<file path="src/rtl/instr_fetch_decode.sv">
// Instruction fetch/decode sequencer: owns the program store, fetches the
// word at pc_addr and decodes it into PC-control and datapath fields.
// Each instruction runs FETCH -> DECODE -> EXEC, so the PC moves once per
// instruction (ps is non-HOLD only in EXEC).
module instr_fetch_decode #(
    parameter int ADDR_WIDTH  = 6,
    parameter int INSTR_WIDTH = 16,
    parameter int DEPTH       = 64
) (
    input  logic                   clk,
    input  logic                   reset,
    input  logic [ADDR_WIDTH-1:0]  pc_addr,
    input  logic                   run,
    input  logic                   prog_we,
    input  logic [ADDR_WIDTH-1:0]  prog_addr,
    input  logic [INSTR_WIDTH-1:0] prog_data,
    input  logic                   d_nonzero,
    output logic [1:0]             ps,
    output logic [1:0]             bc,
    output logic [3:0]             aa,
    output logic [3:0]             ba,
    output logic [3:0]             da,
    output logic [3:0]             alu_op,
    output logic                   reg_we,
    output logic                   busy,
    output logic                   halted
);

    // PC update styles
    localparam logic [1:0] PS_HOLD = 2'd0;
    localparam logic [1:0] PS_INC  = 2'd1;
    localparam logic [1:0] PS_REL  = 2'd2;
    localparam logic [1:0] PS_ABS  = 2'd3;

    // Branch conditions
    localparam logic [1:0] BC_ZERO   = 2'd0;
    localparam logic [1:0] BC_NZERO  = 2'd1;
    localparam logic [1:0] BC_ALWAYS = 2'd3;

    // Opcodes above the ALU range
    localparam logic [3:0] OP_LAST_ALU = 4'hB;
    localparam logic [3:0] OP_BZ       = 4'hC;
    localparam logic [3:0] OP_BNZ      = 4'hD;
    localparam logic [3:0] OP_JMP      = 4'hE;
    localparam logic [3:0] OP_HALT     = 4'hF;

    typedef enum logic [2:0] {
        S_IDLE,
        S_FETCH,
        S_DECODE,
        S_EXEC,
        S_HALT
    } state_t;

    state_t                 r_state;
    state_t                 w_next;
    logic [INSTR_WIDTH-1:0] r_mem [DEPTH];
    logic [INSTR_WIDTH-1:0] r_rdata;
    logic [INSTR_WIDTH-1:0] r_ir;
    logic [3:0]             w_op;
    logic                   w_store_open;

    assign w_op         = r_ir[15:12];
    assign w_store_open = (r_state == S_IDLE) || (r_state == S_HALT);

    // Program store write port; only open while no program is executing
    always_ff @(posedge clk) begin
        if (prog_we && w_store_open) begin
            r_mem[prog_addr] <= prog_data;
        end
    end

    // Program store read port; read issued in FETCH, data usable in DECODE
    always_ff @(posedge clk) begin
        if (r_state == S_FETCH) begin
            r_rdata <= r_mem[pc_addr];
        end
    end

    // Instruction register loaded at the end of DECODE
    always_ff @(posedge clk) begin
        if (reset) begin
            r_ir <= '0;
        end else if (r_state == S_DECODE) begin
            r_ir <= r_rdata;
        end
    end

    // State register
    always_ff @(posedge clk) begin
        if (reset) begin
            r_state <= S_IDLE;
        end else begin
            r_state <= w_next;
        end
    end

    // Next-state logic; HALT is left only through reset
    always_comb begin
        w_next = r_state;
        case (r_state)
            S_IDLE:   if (run) w_next = S_FETCH;
            S_FETCH:  w_next = S_DECODE;
            S_DECODE: w_next = S_EXEC;
            S_EXEC:   w_next = (w_op == OP_HALT) ? S_HALT : S_FETCH;
            S_HALT:   w_next = S_HALT;
            default:  w_next = S_IDLE;
        endcase
    end

    // Output decode; control fields are active only in EXEC
    always_comb begin
        ps     = PS_HOLD;
        bc     = BC_ALWAYS;
        alu_op = '0;
        reg_we = 1'b0;
        if (r_state == S_EXEC) begin
            if (w_op <= OP_LAST_ALU) begin
                ps     = PS_INC;
                alu_op = w_op;
                reg_we = 1'b1;
            end else begin
                case (w_op)
                    OP_BZ: begin
                        if (!d_nonzero) begin
                            ps = PS_REL;
                            bc = BC_ZERO;
                        end else begin
                            ps = PS_INC;
                        end
                    end
                    OP_BNZ: begin
                        if (d_nonzero) begin
                            ps = PS_REL;
                            bc = BC_NZERO;
                        end else begin
                            ps = PS_INC;
                        end
                    end
                    OP_JMP:  ps = PS_ABS;
                    OP_HALT: ps = PS_HOLD;
                    default: ps = PS_HOLD;
                endcase
            end
        end
    end

    assign aa     = r_ir[7:4];
    assign ba     = r_ir[3:0];
    assign da     = r_ir[11:8];
    assign busy   = (r_state == S_FETCH) || (r_state == S_DECODE) || (r_state == S_EXEC);
    assign halted = (r_state == S_HALT);

endmodule

</file>
<file path="config.mk">
export PLATFORM = sky130hd
export DESIGN_NAME = instr_fetch_decode
export DESIGN_NICKNAME = d
export VERILOG_FILES = /design/src/rtl/instr_fetch_decode.sv
export SDC_FILE = /design/constraint.sdc
export NUM_CORES = 1
export LEC_CHECK = 0
export ABC_AREA = 1
export ABC_CLOCK_PERIOD_IN_PS = 6350
export CAP_MARGIN = 20
export CORE_ASPECT_RATIO = 1.2
export CORE_MARGIN = 3
export CORE_UTILIZATION = 53
export CTS_CLUSTER_DIAMETER = 200
export DETAILED_ROUTE_END_ITERATION = 8
export MAX_ROUTING_LAYER = met4
export PLACE_DENSITY_LB_ADDON = 0.05
export SETUP_SLACK_MARGIN = 0.2
export SLEW_MARGIN = 15
export SYNTH_ARGS = -nofsm -noshare
export SYNTH_HDL_FRONTEND = slang
export SYNTH_SLANG_ARGS = --single-unit
</file>
<file path="constraint.sdc">
create_clock -name clk -period 6.35 [get_ports clk]
set_input_delay 1.27 -clock clk [delete_from_list [all_inputs] [get_ports clk]]
set_output_delay 1.27 -clock clk [all_outputs]
set_load 0.01 [all_outputs]
</file>
* After elaboration in Yosys (flattened, before gate mapping)
Memory sizes are Yosys's and may differ from the RTL's. A register that Yosys moved wholly into a read port is not among the register bits.
Cells that the tools add are included.
** Word-level totals
- Bits in latches :: 0
- Output and inout port bits :: 23
- ROM bits :: 0
- Memories kept :: 1
- RAM bits :: 1024
- Logic and storage cells :: 37
- Bits in registers :: 19
** Cells by class
- Reduce and logical (&&, ||, !) cells :: 5
- Bitwise gates (word level) :: 0
- Equal/unequal tests :: 9
- $lt $le $gt $ge :: 1
- Divide/modulo/power cells :: 0
- Add/subtract/negate cells :: 0
- Shifts and indexed selects :: 0
- Mux-type cells :: 19
- $mul :: 0
** Memories
- r_mem :: depth 64, bits a word 16, rd ports 1, clocked after Yosys merged registers in 1, write ports 1, RTL line 57 : logic [INSTR_WIDTH-1:0] r_mem [DEPTH];
** Operators with widths (number)
- equality test 4 bit (second input constant) :: 4
- two-way mux 2 bit :: 8
- case mux 3 bit (5 select lines) :: 1
- two-way mux 4 bit :: 2
- equality test 3 x 2 -> 1 bit (second input constant) :: 2
- two-way mux 3 bit :: 2
- case mux 2 bit (3 select lines) :: 1
- less-or-equal comparator 4 bit (second input constant) :: 1
- two-way mux 1 bit :: 4
- case mux 2 bit (2 select lines) :: 1
- equality test 3 x 1 -> 1 bit (second input constant) :: 1
- equality test 3 bit (second input constant) :: 1
- logical NOT 3 bit :: 1
- logical OR 1 bit :: 3
- inequality test 2 bit (second input constant) :: 1
- logical AND 1 bit :: 1

* Logic depth before layout (Yosys ltp)
Gate-level depths: netlist (run 1).
- Word-level depth :: 5
- Mapped depth :: 12

* Worst setup path before layout (run 1)
Ideal clock, no wire load.
- Path kind :: input to output
- Start :: input port d_nonzero
- End :: output port ps[1]
- Stages on the path :: 2
- Setup slack :: 3.421 ns
- Data arrival time :: 1.659 ns
- Cells stage by stage :: xor2_1 a21oi_1
** Between the ends
- Cells in the longest elaborated chain, start to end :: 4
** Ends and longest elaborated chain
- from (decl) :: RTL line 17 : input logic d_nonzero,
- two-way mux 2 bit, on equally long branches :: RTL line 133, 125
- case mux 2 bit (3 select lines) (*) :: RTL line 123 : case (w_op)
- two-way mux 2 bit (*) :: RTL line 118 : if (w_op <= OP_LAST_ALU) begin
- two-way mux 2 bit (*) :: RTL line 117 : if (r_state == S_EXEC) begin
- to (decl) :: RTL line 18 : output logic [1:0] ps,
Every way passes the cells marked *; elsewhere a longest branch is shown, timed or not.

* Worst setup path in the final report (run 1)
- Start :: input port d_nonzero
- End :: output port ps[0]
Same word-level chain as after synthesis.

==> results of run 1 <==
power groups by stage:
stage          logic, W  registers (W)  clock network (W)
2_1_floorplan  0.000540        0.00788                  0
3_3_place_gp   0.000903        0.00791                  0
3_5_place_dp   0.000919        0.00791                  0
4_1_cts        0.000922        0.00776            0.00619
5_1_grt         0.00100        0.00776            0.00649
6_report       0.000920        0.00776            0.00609
layout by cell type (no fill, tap or decap), drive strengths merged:
cell type | synthesis | layout
edfxtp | 1040 | 1040
nand4 | 4 | 4
nand3 | 876 | 876
bufinv | 0 | 10
xor2 | 1 | 1
nand2 | 1304 | 1304
a21oi | 20 | 20
nor2 | 78 | 78
clkdlybuf4s50 | 0 | 35
diode | 0 | 6
o211ai | 1 | 1
o21ai | 16 | 16
nor3 | 6 | 6
dfxtp | 19 | 19
nor4 | 1 | 1
buf | 207 | 126
clkinvlp | 0 | 5
or2 | 2 | 2
clkbuf | 30 | 128
inv | 37 | 42
clkinv | 0 | 47
per-layer routing:
layer / up-vias / share of wire
li1: 12830 / -
met3: 173 / 0.077
met4: 0 / 0.024
met1: 13860 / 0.41
met5: - / 0
met2: 1077 / 0.49
state kept, by name (all words and copies together) (netlist names):
signal and count:
r_mem 1024, r_ir 16, r_rdata 16, r_state 3
kinds of logic (layout without fill, tap and decap cells):
logic type | Yosys count | count (layout) | synth area share
compound gates | 37 | 37 | 0.004355
xor+xnor | 1 | 1 | 0.0002033
buf+inv | 274 | 393 | 0.03812
flops | 1059 | 1059 | 0.7335
other cells | 0 | 6 | 0
simple gates | 2271 | 2271 | 0.2239
worst max-delay path, delay by kind of cell:
| kind | cells | cell delay [ps] |
|---|---|---|
| xor+xnor | 1 | 250 |
| compound gates | 1 | 110 |
| buf+inv | 3 | 1080 |
area by class of cell:
type | count | area (um^2) | area share
Multi-Input combinational cell | 2309 | 9849 | 0.2068
Clock buffer | 128 | 2745 | 0.05764
Tap cell | 1035 | 1295 | 0.02719
Antenna cell | 6 | 15.01 | 0.0003153
Clock inverter | 67 | 611.8 | 0.01285
Timing Repair Buffer | 161 | 1330 | 0.02793
Sequential cell | 1059 | 31610 | 0.6638
Inverter | 37 | 165.2 | 0.003468
through the flow:
stage	worst slack [ps]	hold WS, ps
3_5_place_dp	1833	442.8
6_report	2369	446.6
4_1_cts	2365	451.8
2_1_floorplan	3421	421.8
3_3_place_gp	1438	434.1
5_1_grt	2303	473.5
worst max path at each step:
stage	endpoint	from	slack, ps
detailed placement	r_rdata[12]	pc_addr[0]	1830
CTS	ps[0]	d_nonzero	2360
global placement	r_mem[6][7]	prog_we	1440
finish	ps[0]	d_nonzero	2370
floorplan	ps[1]	d_nonzero	3420
global route	ps[0]	d_nonzero	2300
==> impl_metrics.tcl, run 1 <==
set metrics [dict create \
    fill_cells 6439 \
    grtUsageMet2 0.4541 \
    slew_violations 0 \
    hold_path_end "r_ir[5]" \
    grt_use_met1 0.3873 \
    place.gp.congestion 0.8396 \
    ys_warn_count 0 \
    path_common_cell "clkdlybuf4s50_1" \
    clkTransAtPathRegs_ps 60 \
    post-route-period-util 0.6270 \
    grt_pass1_wl_um 174300 \
    antenna_found_initial 7 \
    ios 56 \
    syn-num-nets 3675 \
    worstSetupEndpointType "primary output" \
    vias_per_cell 5.819 \
    top_usage_layer "met2" \
    die_w_um 266.3 \
    power_frac_clock 0.413 \
    switching_power_w 0.003346 \
    path_max_fanout 3 \
    fmax_mhz 251.2 \
    skew_ps 35.24 \
    nets 3706 \
    placed_cells 4601 \
    synthFlopType "edfxtp_1" \
    met3_usage 0.04250 \
    cts_resized 0 \
    rr_worst_depth 6 \
    start_util 0.5395 \
    max_slew_margin 0.2497 \
    critPathSlowestCell "clkdlybuf4s50_1" \
    grt_usage 0.2853 \
    cts_inserted_buffers 105 \
    synth.area.top_cells "edfxtp_1 72%, nand2_1 11%, nand3_1 10%" \
    placed_cell_area_mm2 0.04425 \
    cts_buffer_depth 3 \
    fin_setup_tns_ps 0 \
    rsz0062_at_grt "no" \
    drt.antenna.violating_nets 0 \
    swShare 0.2265 \
    wl_per_cell_um 24.40 \
    syn_inst 3642 \
    first_global_vias 26760 \
    status "finished clean" \
    fin_util 0.5961 \
    p_int_w 0.01143 \
    hold_violations 0 \
    async_flop_share 0 \
    p_per_area_mw_per_mm2 310.2 \
    crit_path_start_kind "primary input" \
    port_buffers 55 \
    yosysSeqAreaShare 0.7335 \
    layout_min_cycle_time_ps 3981 \
    synth-edff-count 1040 \
    firstDrtPassIters 6 \
    tightest_slew_ps 1126 \
    path_cells "clkdlybuf4s50_1 -> xor2_1 -> o211ai_1 -> inv_1 -> clkdlybuf4s50_1" \
    min-delay-path-class "reg -> reg" \
    cp_slowest_stage_delay_ps 520 \
    dieHeight_um 318.4 \
    synth_top_area_share 0.7246 \
    p_comb_frac 0.062 \
    insertion_delay_ps 690 \
    hold_buffers 0 \
    avgSynthCellArea_um2 11.83 \
    setup_violations 0 \
    postCtsSetupBuffers 0 \
    syn_area_mm2 0.04310 \
    synth_commonest_cells "1304 x nand2_1, 1040 x edfxtp_1, 876 x nand3_1, 104 x buf_2, 77 x nor2_1" \
    arrival_ps 2710 \
    r2r-end "r_mem[6][1]" \
    clkSinkCount 1059 \
    core_area_mm2 0.07988 \
    rrSetupSlack_ps 3190 \
    p_leak_nw 17.14 \
    dp_hpwl_um 62650 \
    routed_wl_um 117200 \
    ys_ff_latch 1059 \
    max-vdd-ir-drop_mv 0.2780 \
    drive_above_1_share 0.07631 \
    yosys.area.top_type "edfxtp_1" \
    hold_start "r_ir[5]" \
    cts_tree "done" \
    num_vias 27940 \
    timing.rr.start "r_state[0]" \
    area_growth_pct 10.50 \
    fin_area_mm2 0.04762 \
    drt_iter0_markers 3297 \
    p_seq_frac 0.525 \
    fin_cells 4802 \
    dieArea_mm2 0.08479 \
    cts_htree_levels 3 \
    ys_types 23 \
    crit_type "in -> out" \
    synth_most_common_cell "nand2_1" \
    finalPower_w 0.01477 \
    holdPathStages 2 \
    cts_root_buf "clkbuf_16" \
    maxCapViolations 0 \
    drc 0 \
    fp-row-count 113 \
    grt_max_degree 197 \
    overflow 0 \
    crit_required_ps 5080 \
]
No activity file was read; power rests on OpenSTA's default activity.
==> run 2, diff against run 1 <==
- ABC_CLOCK_PERIOD_IN_PS: 6350 -> 4000
- clock period: 6.35 -> 4 ns (I/O delays scaled with it)
==> impl_metrics.tcl, run 2 (synthesized netlist as in run 1, its figures left out) <==
set metrics [dict create \
    slew_violations 0 \
    clkSinkCount 1059 \
    p_leak_nw 17.31 \
    rr_worst_depth 7 \
    grt_pass1_wl_um 178800 \
    postCtsSetupBuffers 0 \
    die_w_um 266.3 \
    maxCapViolations 0 \
    fp-row-count 113 \
    status "finished clean" \
    max-vdd-ir-drop_mv 0.3374 \
    fmax_mhz 328.2 \
    drive_above_1_share 0.08005 \
    drc 0 \
    cts_root_buf "clkbuf_16" \
    antenna_found_initial 2 \
    path_cells "inv_1 -> nand3_1 -> inv_1 -> nand3_1 -> a21oi_1 -> clkdlybuf4s50_1" \
    fin_cells 4821 \
    place.gp.congestion 0.8770 \
    dieArea_mm2 0.08479 \
    ios 56 \
    arrival_ps 2250 \
    grt_max_degree 154 \
    drt_iter0_markers 3544 \
    num_vias 28390 \
    holdPathStages 2 \
    path_max_fanout 6 \
    max_slew_margin 0.2588 \
    hold_path_end "r_ir[5]" \
    skew_ps 23.84 \
    clkTransAtPathRegs_ps 60 \
    wl_per_cell_um 25.23 \
    p_per_area_mw_per_mm2 487.2 \
    dp_hpwl_um 71130 \
    firstDrtPassIters 6 \
    layout_min_cycle_time_ps 3047 \
    top_register "r_mem" \
    post-route-period-util 0.7617 \
    worstSetupEndpointType "primary output" \
    vias_per_cell 5.888 \
    area_growth_pct 11.23 \
    cts_resized 0 \
    core_area_mm2 0.07988 \
    hold_violations 0 \
    dieHeight_um 318.4 \
    placed_cells 4632 \
    nets 3734 \
    timing.rr.start "r_state[1]" \
    drt.antenna.violating_nets 0 \
    final_common_cell "nand2_1" \
    setup_violations 0 \
    rrSetupSlack_ps 1700 \
    r2r-end "r_mem[32][6]" \
    grt_usage 0.2949 \
    cts_htree_levels 3 \
    cts_buffer_depth 3 \
    mostFrequentLayoutCells "1304 x nand2_1, 1040 x edfxtp_1, 876 x nand3_1" \
    cp_num_buf_inv 3 \
    crit_path_start_kind "register" \
    cts_tree "done" \
    crit_required_ps 3200 \
    hold_buffers 0 \
    insertion_delay_ps 670 \
    routed_wl_um 121600 \
    min-delay-path-class "reg -> reg" \
    hold_start "r_ir[5]" \
    largest_register_ffs 1024 \
    largestRegisters "r_mem (1024), r_ir (16), r_rdata (16)" \
    fin_setup_tns_ps 0 \
    tightest_slew_ps 1112 \
    cts_inserted_buffers 102 \
    crit_type "reg -> out" \
    port_buffers 55 \
    start_util 0.5395 \
    critPathSlowestCell "clkdlybuf4s50_1" \
    rsz0062_at_grt "no" \
    overflow 0 \
    crit_family "buffers and inverters" \
    cp_slowest_stage_delay_ps 550 \
    first_global_vias 27010 \
]
==> run 2: cell types whose count changed in the layout (fill, tap and decap cells not counted), sizes merged <==
cell and change:
buf +31, clkbuf -3, inv -3, clkinv +1, diode -5, clkinvlp -2
==> run 2: final cells by class <==
class / instances / area, um^2
Clock inverter: 63 / 554.3
Clock buffer: 125 / 2724
Timing Repair Buffer: 192 / 1742
Sequential cell: 1059 / 31610
Multi-Input combinational cell: 2309 / 9844
Tap cell: 1035 / 1295
Fill cell: 6326 / 31950
Inverter: 37 / 165.2
Antenna cell: 1 / 2.502
==> run 2: worst max-delay path by stage <==
stage                 startpoint           end  cells past startpoint
floorplan                prog_we  r_mem[10][0]                      4
global placement    prog_addr[2]  r_mem[12][4]                      8
detailed placement    pc_addr[0]    r_rdata[4]                     11
CTS                   r_state[2]         ps[1]                      6
global route          r_state[1]         ps[1]                      5
finish                r_state[2]         ps[1]                      6
==> run 2: report_power, final <==
part | switching (W) | total (W) | internal (W)
registers | 0.0000424 | 0.0123 | 0.0123
clock network | 0.00404 | 0.00950 | 0.00546
logic | 0.00118 | 0.00156 | 0.000381
==> run 2: through the flow <==
| step | setup slack [ps] | hold WS, ps | instance area [um^2] | total power [W] | util |
|---|---|---|---|---|---|
| 3_5_place_dp | 801.1 | 440.9 | 44660 | 0.01409 | 0.5590 |
| 5_1_grt | 779.5 | 483.9 | 47940 | 0.02408 | 0.6001 |
| 3_3_place_gp | 757.0 | 438.1 | 44660 | 0.01407 | 0.5590 |
| 4_1_cts | 917.6 | 450.6 | 47930 | 0.02349 | 0.6001 |
| 2_1_floorplan | 1544 | 421.8 | 43100 | 0.01337 | - |
| 6_report | 953.2 | 448.9 | 47940 | 0.02336 | 0.6001 |
==> run 2: metal layers <==
layer | track usage | wire [um] | up-vias
li1 | - | - | 12890
met1 | 0.4121 | 50140 | 14040
met2 | 0.4515 | 57910 | 1263
met3 | 0.03740 | 9393 | 194
met4 | 0.1042 | 4184 | 0
met5 | - | 0 | -
==> run 2: worst min-delay path, cell delays in order, from the launching register on <==
cell	delay [ps]
dfxtp_1	310
inv_1	50
a21oi_1	50
